--- src/rtl/uart_tx_arbiter_pkg.sv ---
// Shared types for the UART transmit arbiter.
// FSM encoding and the requester index width helper.
package uart_tx_arbiter_pkg;

    typedef enum logic [1:0] {
        IDLE  = 2'd0,
        FETCH = 2'd1,
        WAIT  = 2'd2
    } state_t;

    function automatic int idx_w(input int n);
        return (n > 2) ? $clog2(n) : 1;
    endfunction

endpackage

--- src/rtl/uart_tx_arbiter_rr_picker.sv ---
// Combinational round-robin picker.
// Searches upward from last_winner+1, wrapping.
module uart_rr_picker
    import uart_tx_arbiter_pkg::*;
#(
    parameter int n_req = 4,
    localparam int IW = idx_w(n_req)
) (
    input  logic [n_req-1:0] i_req,
    input  logic [IW-1:0]    i_last_winner,
    output logic [IW-1:0]    o_winner,
    output logic             o_any
);

    logic          w_found;
    logic [IW-1:0] w_pos;
    int            w_sum;

    // First requester after the previous winner, modulo n_req
    always_comb begin
        w_found  = 1'b0;
        o_winner = '0;
        w_pos    = '0;
        w_sum    = 0;
        for (int i = 1; i <= n_req; i++) begin
            w_sum = (int'(i_last_winner) + i) % n_req;
            w_pos = IW'(w_sum);
            if (!w_found && i_req[w_pos]) begin
                w_found  = 1'b1;
                o_winner = w_pos;
            end
        end
    end

    assign o_any = |i_req;

endmodule

--- src/rtl/uart_tx_arbiter.sv ---
// Packet-granular round-robin arbiter in front of one UART TX.
// Holds a grant for a whole packet; one byte in flight at a time.
module uart_tx_arbiter
    import uart_tx_arbiter_pkg::*;
#(
    parameter int n_req        = 4,
    parameter int idle_timeout = 1024
) (
    input  logic                 clk,
    input  logic                 reset,
    input  logic [n_req-1:0]     req_valid,
    input  logic [8*n_req-1:0]   req_data,
    input  logic [n_req-1:0]     req_last,
    output logic [n_req-1:0]     req_ready,
    output logic [n_req-1:0]     grant,
    output logic                 busy,
    output logic [7:0]           uart_data_tx,
    output logic                 uart_start_transmit,
    input  logic                 uart_end_transmit
);

    localparam int IW = idx_w(n_req);
    localparam int TW = (idle_timeout > 0) ? $clog2(idle_timeout + 1) : 1;
    localparam logic [TW-1:0]    TMO_LAST = TW'(idle_timeout - 1);
    localparam logic [IW-1:0]    IDX_LAST = IW'(n_req - 1);
    localparam logic [n_req-1:0] ONE      = n_req'(1);

    state_t             r_state, w_state_nxt;
    logic [n_req-1:0]   r_grant, w_grant_nxt;
    logic [IW-1:0]      r_gidx, w_gidx_nxt;
    logic [IW-1:0]      r_last_winner, w_last_winner_nxt;
    logic [7:0]         r_data, w_data_nxt;
    logic               r_last, w_last_nxt;
    logic               r_start, w_start_nxt;
    logic [TW-1:0]      r_tmo, w_tmo_nxt;
    logic [n_req-1:0]   w_ready;

    logic [IW-1:0]      w_winner;
    logic               w_any;
    logic               w_valid_g;
    logic               w_last_g;
    logic [7:0]         w_byte_g;

    uart_rr_picker #(
        .n_req (n_req)
    ) u_picker (
        .i_req         (req_valid),
        .i_last_winner (r_last_winner),
        .o_winner      (w_winner),
        .o_any         (w_any)
    );

    // Select the granted lane's valid, last and byte
    always_comb begin
        w_valid_g = 1'b0;
        w_last_g  = 1'b0;
        w_byte_g  = 8'h00;
        for (int i = 0; i < n_req; i++) begin
            if (r_gidx == IW'(i)) begin
                w_valid_g = req_valid[i];
                w_last_g  = req_last[i];
                w_byte_g  = req_data[8*i +: 8];
            end
        end
    end

    // Next-state and datapath updates for the packet FSM
    always_comb begin
        w_state_nxt       = r_state;
        w_grant_nxt       = r_grant;
        w_gidx_nxt        = r_gidx;
        w_last_winner_nxt = r_last_winner;
        w_data_nxt        = r_data;
        w_last_nxt        = r_last;
        w_start_nxt       = 1'b0;
        w_tmo_nxt         = r_tmo;
        w_ready           = '0;
        unique case (r_state)
            IDLE: begin
                if (w_any) begin
                    w_grant_nxt = ONE << w_winner;
                    w_gidx_nxt  = w_winner;
                    w_state_nxt = FETCH;
                end
            end
            FETCH: begin
                w_ready = r_grant;
                if (w_valid_g) begin
                    w_data_nxt  = w_byte_g;
                    w_last_nxt  = w_last_g;
                    w_start_nxt = 1'b1;
                    w_tmo_nxt   = '0;
                    w_state_nxt = WAIT;
                end else if (idle_timeout != 0) begin
                    if (r_tmo == TMO_LAST) begin
                        w_last_winner_nxt = r_gidx;
                        w_grant_nxt       = '0;
                        w_tmo_nxt         = '0;
                        w_state_nxt       = IDLE;
                    end else begin
                        w_tmo_nxt = r_tmo + 1'b1;
                    end
                end
            end
            WAIT: begin
                if (uart_end_transmit) begin
                    if (r_last) begin
                        w_last_winner_nxt = r_gidx;
                        w_grant_nxt       = '0;
                        w_state_nxt       = IDLE;
                    end else begin
                        w_state_nxt = FETCH;
                    end
                end
            end
            default: begin
                w_grant_nxt = '0;
                w_state_nxt = IDLE;
            end
        endcase
    end

    // State and datapath registers with synchronous active-low reset
    always_ff @(posedge clk) begin
        if (!reset) begin
            r_state       <= IDLE;
            r_grant       <= '0;
            r_gidx        <= '0;
            r_last_winner <= IDX_LAST;
            r_data        <= 8'h00;
            r_last        <= 1'b0;
            r_start       <= 1'b0;
            r_tmo         <= '0;
        end else begin
            r_state       <= w_state_nxt;
            r_grant       <= w_grant_nxt;
            r_gidx        <= w_gidx_nxt;
            r_last_winner <= w_last_winner_nxt;
            r_data        <= w_data_nxt;
            r_last        <= w_last_nxt;
            r_start       <= w_start_nxt;
            r_tmo         <= w_tmo_nxt;
        end
    end

    assign req_ready           = w_ready;
    assign grant               = r_grant;
    assign busy                = (r_state != IDLE);
    assign uart_data_tx        = r_data;
    assign uart_start_transmit = r_start;

endmodule
--- config.mk ---
export PLATFORM = sky130hd
export DESIGN_NAME = uart_tx_arbiter
export DESIGN_NICKNAME = d
export VERILOG_FILES = /design/src/rtl/uart_tx_arbiter_pkg.sv /design/src/rtl/uart_tx_arbiter_rr_picker.sv /design/src/rtl/uart_tx_arbiter.sv
export SDC_FILE = /design/constraint.sdc
export NUM_CORES = 1
export LEC_CHECK = 0
export CAP_MARGIN = 20
export CORE_MARGIN = 2
export CORE_UTILIZATION = 45
export CTS_CLUSTER_DIAMETER = 40
export DETAILED_ROUTE_END_ITERATION = 10
export PLACE_DENSITY = 0.81
export SLEW_MARGIN = 25
export SYNTH_ARGS = -nofsm -noshare
export SYNTH_HDL_FRONTEND = slang
export SYNTH_SLANG_ARGS = --single-unit
export TNS_END_PERCENT = 100
--- constraint.sdc ---
create_clock -name clk -period 3.1 [get_ports clk]
set_input_delay 0.62 -clock clk [delete_from_list [all_inputs] [get_ports clk]]
set_output_delay 0.62 -clock clk [all_outputs]
set_load 0.005 [all_outputs]
**Word-level counts from Yosys, hierarchy flattened**

Cells that the tools add are included.

- Mux-type cells: 48
- Shifts and indexed selects: 1
- Reductions and logical operators: 17
- Equal/unequal tests: 12
- $lt $le $gt $ge: 4
- $add $sub $neg: 5

Operators by type and width:

| operator | count |
|---|---|
| $mux W8 | 4 |
| $mux W2 | 12 |
| $mux W4 | 6 |
| $mux W11 | 2 |
| $mux W1 | 17 |
| $lt A2 B3 Y1 const B | 4 |
| $pmux W4 S3 | 1 |
| $add A11 B1 Y11 const B | 1 |
| $eq A11 B10 Y1 const B | 1 |
| $reduce_and A5 Y1 | 2 |
| $bmux W1 S2 | 4 |
| $ne A2 B2 Y1 const B | 4 |
| $eq A2 B2 Y1 const B | 3 |
| $pmux W2 S3 | 1 |
| $reduce_and A2 Y1 | 3 |
| $add A2 B1 Y2 const B | 2 |
| $add A2 B2 Y2 const B | 2 |
| $eq A2 B1 Y1 const B | 2 |
| $logic_not A2 Y1 | 2 |
| $pmux W2 S2 | 1 |
| $reduce_bool A2 Y1 | 2 |
| $reduce_or A4 Y1 | 1 |
| $shl A1 B2 Y4 const A | 1 |
| $logic_and A1 B1 Y1 | 3 |
| other kinds (4) | 6 |

- Bits in registers: 31
- Output and inout port bits: 18
- Word-level logic and storage cells: 95

**Longest topological paths before layout**

- Word-level depth: 16
- Mapped depth: 6
- Mapped depth without buffers: 5

**Cells and area by module**

Synthesis repeated with hierarchy kept, for this count alone.

- Cells, all modules: 183
- Area, all modules: 1712.9 um^2

Modules (own cells, without submodules):

| module | seq. area each (um^2) | cells an instance | area an instance (um^2) | instances |
|---|---|---|---|---|
| uart_tx_arbiter | 620.6 | 169 | 1631.6 | 1 |
| uart_rr_picker | 0.0 | 14 | 81.3 | 1 |

**Worst setup path after synthesis**

No wires, ideal clock.

- Path type: in2reg
- Start: input req_valid[3]
- End: register r_grant[2] (netlist: grant[2])
- Arrival time: 1770 ps
- Cell stages on the path: 4
- Setup slack: 1213 ps
- Required time: 2983 ps
- Cells stage by stage: mux4_2 -> nor4b_2 -> o22ai_1 -> a22o_1

- Cells in the longest elaborated chain, start to end: 15

Ends and longest elaborated chain:

| item | line | RTL |
|---|---|---|
| from (decl) | uart_tx_arbiter.sv:11 | `input logic [n_req-1:0] req_valid,` |
| $bmux W1 S2 | uart_tx_arbiter_rr_picker.sv:28 | `if (!w_found && i_req[w_pos]) begin` |
| $mux W1 (not written as such) | uart_tx_arbiter_rr_picker.sv:28 |  |
| $mux W1 | uart_tx_arbiter_rr_picker.sv:28 |  |
| $logic_not A1 Y1 | uart_tx_arbiter_rr_picker.sv:28 |  |
| $logic_and A1 B1 Y1 | uart_tx_arbiter_rr_picker.sv:28 |  |
| $mux W1 | uart_tx_arbiter_rr_picker.sv:28 |  |
| $logic_not A1 Y1 | uart_tx_arbiter_rr_picker.sv:28 |  |
| $logic_and A1 B1 Y1 | uart_tx_arbiter_rr_picker.sv:28 |  |
| $mux W1 | uart_tx_arbiter_rr_picker.sv:28 |  |
| $logic_not A1 Y1 | uart_tx_arbiter_rr_picker.sv:28 |  |
| $logic_and A1 B1 Y1 | uart_tx_arbiter_rr_picker.sv:28 |  |
| $mux W2 | uart_tx_arbiter_rr_picker.sv:28 |  |
| $shl A1 B2 Y4 | uart_tx_arbiter.sv:81 | `w_grant_nxt = ONE << w_winner;` |
| $mux W4 | uart_tx_arbiter.sv:80 | `if (w_any) begin` |
| $pmux W4 S3 | uart_tx_arbiter.sv:78 | `unique case (r_state)` |
| to (signal assigned) | uart_tx_arbiter.sv:136 | `r_grant <= w_grant_nxt;` |
| to (decl) | uart_tx_arbiter.sv:29 | `logic [n_req-1:0] r_grant, w_grant_nxt;` |

Parallel ways exist; a longest one is shown, timed or not. The select of a mux whose other input is x is not followed.
A chain may end at the register's enable or synchronous reset.

**Final worst setup path**

- Start: register r_state[0]
- End: output req_ready[1]

- Cells in the longest elaborated chain, start to end: 2

Ends and longest elaborated chain:

| item | line | RTL |
|---|---|---|
| from (decl) | uart_tx_arbiter.sv:28 | `state_t r_state, w_state_nxt;` |
| from (signal assigned) | uart_tx_arbiter.sv:135 | `r_state <= w_state_nxt;` |
| $eq A2 B1 Y1 | uart_tx_arbiter.sv:78 |  |
| $mux W4 | uart_tx_arbiter.sv:78 |  |
| to (decl) | uart_tx_arbiter.sv:14 | `output logic [n_req-1:0] req_ready,` |

Every way passes these cells.

==> impl_results.html <==
<table>
<tr><th>Metric</th><th>Value</th></tr>
<tr><th colspan="2">Status</th></tr>
<tr><td>Outcome</td><td>complete, no violations</td></tr>
<tr><th colspan="2">Placement</th></tr>
<tr><td>Total placed cells including tap cells</td><td>269</td></tr>
<tr><td>PortBufs</td><td>60</td></tr>
<tr><td>Worst setup timing slack at the placement stage</td><td>443 ps</td></tr>
<tr><td>Post-detail-place hpwl</td><td>3.44 mm</td></tr>
<tr><td>Routability congestion estimate</td><td>0.803</td></tr>
<tr><th colspan="2">Cells and area</th></tr>
<tr><td>Count of nets after finishing</td><td>274</td></tr>
<tr><td>Post-layout instance count excluding filler cells</td><td>275</td></tr>
<tr><td>Share of final-layout standard cells stronger than drive strength 1</td><td>8.73%</td></tr>
<tr><td>Layout-stage area growth over the synthesis result</td><td>42.4%</td></tr>
<tr><td>Diodes inserted</td><td>0</td></tr>
<tr><td>Area of the multi-input gates</td><td>953 sq um</td></tr>
<tr><td>Core utilization of the finished layout</td><td>68.1%</td></tr>
<tr><td>Layout fillers</td><td>252</td></tr>
<tr><td>Sequential Area</td><td>621 sq um</td></tr>
<tr><th colspan="2">STA</th></tr>
<tr><td>RSZ-0062 raised after global routing</td><td>no</td></tr>
<tr><td>Clock skew</td><td>4.93 ps</td></tr>
<tr><td>Worst max-slew margin expressed relative to the limit</td><td>58.7%</td></tr>
<tr><td>Final slew viol count</td><td>0</td></tr>
<tr><td>Total Negative Setup Slacks</td><td>0 ps</td></tr>
<tr><td>Top achievable clock speed</td><td>0.403 GHz</td></tr>
<tr><td>Final period util</td><td>80.1%</td></tr>
<tr><td>Post-layout min period</td><td>2480 ps</td></tr>
<tr><td>Final Hold Vio Count</td><td>0</td></tr>
<tr><td>Final setup viols</td><td>0</td></tr>
<tr><td>Final worst slack</td><td>616 ps</td></tr>
<tr><td>Transition at the pin with the smallest max-transition slack</td><td>618 ps</td></tr>
<tr><th colspan="2">Clock network</th></tr>
<tr><td>Clock latency at the later pin of the worst-skew pair</td><td>330 ps</td></tr>
<tr><td>Clock transition at the registers of the reported paths</td><td>90 ps</td></tr>
<tr><td>Number of clock sinks seen by CTS</td><td>31</td></tr>
<tr><td>Root buffer cell</td><td>clkbuf_4</td></tr>
<tr><td>Count of instances resized after the clock tree is built</td><td>0</td></tr>
<tr><td>Number of buffers inserted for hold repair after clock tree synthesis</td><td>0</td></tr>
<tr><td>Number of buffers on the longest clock path</td><td>2</td></tr>
<tr><td>Depth of the CTS H-tree</td><td>2</td></tr>
<tr><td>Inserted Clock Buffers</td><td>5</td></tr>
<tr><td>Post-CTS Repair Setup Buffers</td><td>0</td></tr>
<tr><td>TritonCTS clock tree</td><td>yes</td></tr>
<tr><th colspan="2">Synthesis</th></tr>
<tr><td>Flop and latch count out of synthesis</td><td>31</td></tr>
<tr><td>Synth Flop Type</td><td>dfxtp_1</td></tr>
<tr><td>Mapped Avg Cell Area</td><td>9.64 sq um</td></tr>
<tr><td>Sequential fraction of the synthesis area</td><td>38.3%</td></tr>
<tr><td>EDFF count, synth</td><td>0</td></tr>
<tr><td>Synth unique cells</td><td>39</td></tr>
<tr><td>Synth async-reset ratio</td><td>0%</td></tr>
<tr><td>Cell with the most instances after synthesis</td><td>dfxtp_1</td></tr>
<tr><td>Net count after synthesis</td><td>212</td></tr>
<tr><td>Cells after synthesis</td><td>168</td></tr>
<tr><td>Most numerous cell types in the synthesized netlist</td><td>31 x dfxtp_1, 28 x nor2_1, 13 x mux2i_1</td></tr>
<tr><td>YS warnings</td><td>0</td></tr>
<tr><td>Biggest area contributors in the synthesized netlist</td><td>dfxtp_1 38%, mux4_2 14%, mux2i_1 8.0%, nor2_1 6.5%, xor2_1 3.8%</td></tr>
<tr><td>Post-synthesis cell area</td><td>1620 sq um</td></tr>
<tr><td>Area share of the largest cell type after synthesis</td><td>38.3%</td></tr>
<tr><td>Most area-hungry cell type in the Yosys netlist</td><td>dfxtp_1</td></tr>
<tr><th colspan="2">Run</th></tr>
<tr><td>Reported max-cap violation count</td><td>0</td></tr>
<tr><th colspan="2">Die</th></tr>
<tr><td>Overall die width</td><td>64.0 microns</td></tr>
<tr><td>Total number of placement rows</td><td>21</td></tr>
<tr><td>Starting density of the core</td><td>47.8%</td></tr>
<tr><td>I/O pin count</td><td>61</td></tr>
<tr><td>Placeable core region</td><td>3390 sq um</td></tr>
<tr><td>Die area</td><td>4100 sq um</td></tr>
<tr><td>Die Y-Extent</td><td>64.0 microns</td></tr>
<tr><th colspan="2">Worst setup path</th></tr>
<tr><td>Worst endpoint data arrival time</td><td>1860 ps</td></tr>
<tr><td>Worst Setup Start Kind</td><td>register</td></tr>
<tr><td>Type of element capturing the critical path</td><td>output pin</td></tr>
<tr><td>Kind of critical path</td><td>register to output pin</td></tr>
<tr><td>Top fanout value on the critical path</td><td>7</td></tr>
<tr><td>Worst Path Required</td><td>2480 ps</td></tr>
<tr><th colspan="2">Route</th></tr>
<tr><td>Avg Vias per Cell</td><td>5.62</td></tr>
<tr><td>Number of optimization iterations in the first detailed-route pass</td><td>4</td></tr>
<tr><td>Number of vias after detailed routing</td><td>1545</td></tr>
<tr><td>Total wire length after detailed routing</td><td>4.36 mm</td></tr>
<tr><td>Final ANT Viol Nets</td><td>0</td></tr>
<tr><td>Initial drt markers</td><td>71</td></tr>
<tr><td>Avg WL per Cell</td><td>15.9 microns</td></tr>
<tr><td>DRC violation count after routing</td><td>0</td></tr>
<tr><th colspan="2">Global routing</th></tr>
<tr><td>Aggregate global routing overflow</td><td>0</td></tr>
<tr><td>Maximum number of pins on one net before global-route repair</td><td>17</td></tr>
<tr><td>First-pass GRT wire length</td><td>6.97 mm</td></tr>
<tr><td>Overall track demand over capacity in global routing</td><td>22.3%</td></tr>
<tr><td>Number of antenna violations at the first check in global routing</td><td>0</td></tr>
<tr><td>Number of global-route vias before repair</td><td>1533</td></tr>
<tr><th colspan="2">Min path</th></tr>
<tr><td>Worst min-delay path category</td><td>register to register</td></tr>
<tr><th colspan="2">Power and ir drop</th></tr>
<tr><td>Maximum ir drop on the vdd rail</td><td>0.230 mV</td></tr>
<tr><td>Standby leakage power</td><td>0.000914 uW</td></tr>
<tr><td>Total power divided by cell area</td><td>385 nW/um^2</td></tr>
</table>
-- power breakdown --
group | switching (uW) | leakage (uW) | internal [uW]
logic | 96.3 | 0.000638 | 148
registers | 18.1 | 0.000252 | 420
clock network | 126 | 0.0000242 | 80.4
-- worst max-delay path, cell delays in order, from the launching register on --
cell	delay, ps
dfxtp_1	430
nor2b_1	280
buf_4	200
and2_1	130
clkdlybuf4s50_1	490
-- layout by cell type, fill, tap and decap left out --
cell type / n
and4b_1: 2
a21oi_1: 5
nand4_1: 4
clkbuf_4: 5
o2bb2ai_1: 2
or3_1: 1
clkbuf_1: 1
and2_1: 6
a32oi_1: 1
dfxtp_1: 31
nand2b_1: 3
a31oi_1: 3
a22o_1: 1
nand2_1: 11
nor2b_1: 3
and3_1: 2
nor2_1: 28
nand3_1: 6
clkdlybuf4s50_1: 60
buf_4: 3
o21ai_1: 1
a21o_1: 1
mux2i_1: 13
nand3b_1: 2
nor4b_2: 1
nor3_1: 3
o31ai_1: 1
o22ai_1: 1
a32o_1: 1
xnor2_1: 1
o221a_2: 1
o21ai_0: 1
and4_1: 1
a21boi_0: 1
ha_1: 1
inv_1: 3
mux4_2: 10
xor2_1: 7
a211oi_1: 1
-- state kept, by name (all words and copies together) (netlist names) --
name / flops
r_tmo: 11
uart_start_transmit: 1
uart_data_tx: 8
r_last_winner: 2
r_last: 1
grant: 4
r_state: 2
r_gidx: 2
-- metrics by stage --
step / hold WS [ps] / instance area (sq um) / power, uW
after floorplan: 434 / 1620 / 572
after global placement: 457 / 2270 / 682
after detailed placement: 478 / 2270 / 692
after CTS: 493 / 2310 / 892
after global routing: 512 / 2310 / 939
final: 487 / 2310 / 889
-- path summary, 6_finish.rpt --
kind	start	to	slack, ps	cells after the start
hold reg to reg	grant[1]	grant[1]	490	1
setup / recovery	r_state[0]	req_ready[1]	620	4
hold / removal	grant[1]	grant[1]	490	1
setup reg to reg	r_gidx[0]	r_state[1]	990	5
-- cell type report --
class	count	share of cell area, %
inverter	3	0.488
tap	46	2.49
sequential	31	26.9
timing repair buffer	63	27.0
clock buffer	6	1.79
multi-input combinational	126	41.3
-- kinds of logic (layout without fill, tap and decap cells) --
logic type	Yosys count	count (layout)	synth area share, %
AOI/OAI and AO/OA	21	21	9.04
xor gates and xnor gates	8	8	4.32
adders and majority gates	1	1	0.772
buffers and inverters	11	72	2.86
DFF	31	31	38.3
muxes	23	23	21.9
and+or+nand+nor	73	73	22.8
-- layer usage --
metal	GRT usage [%]	wire [microns]
met5	0	0
met4	9.24	75
met3	6.16	236
met2	39.3	2330
met1	25.0	1720
(Power assumes the default switching activity.)
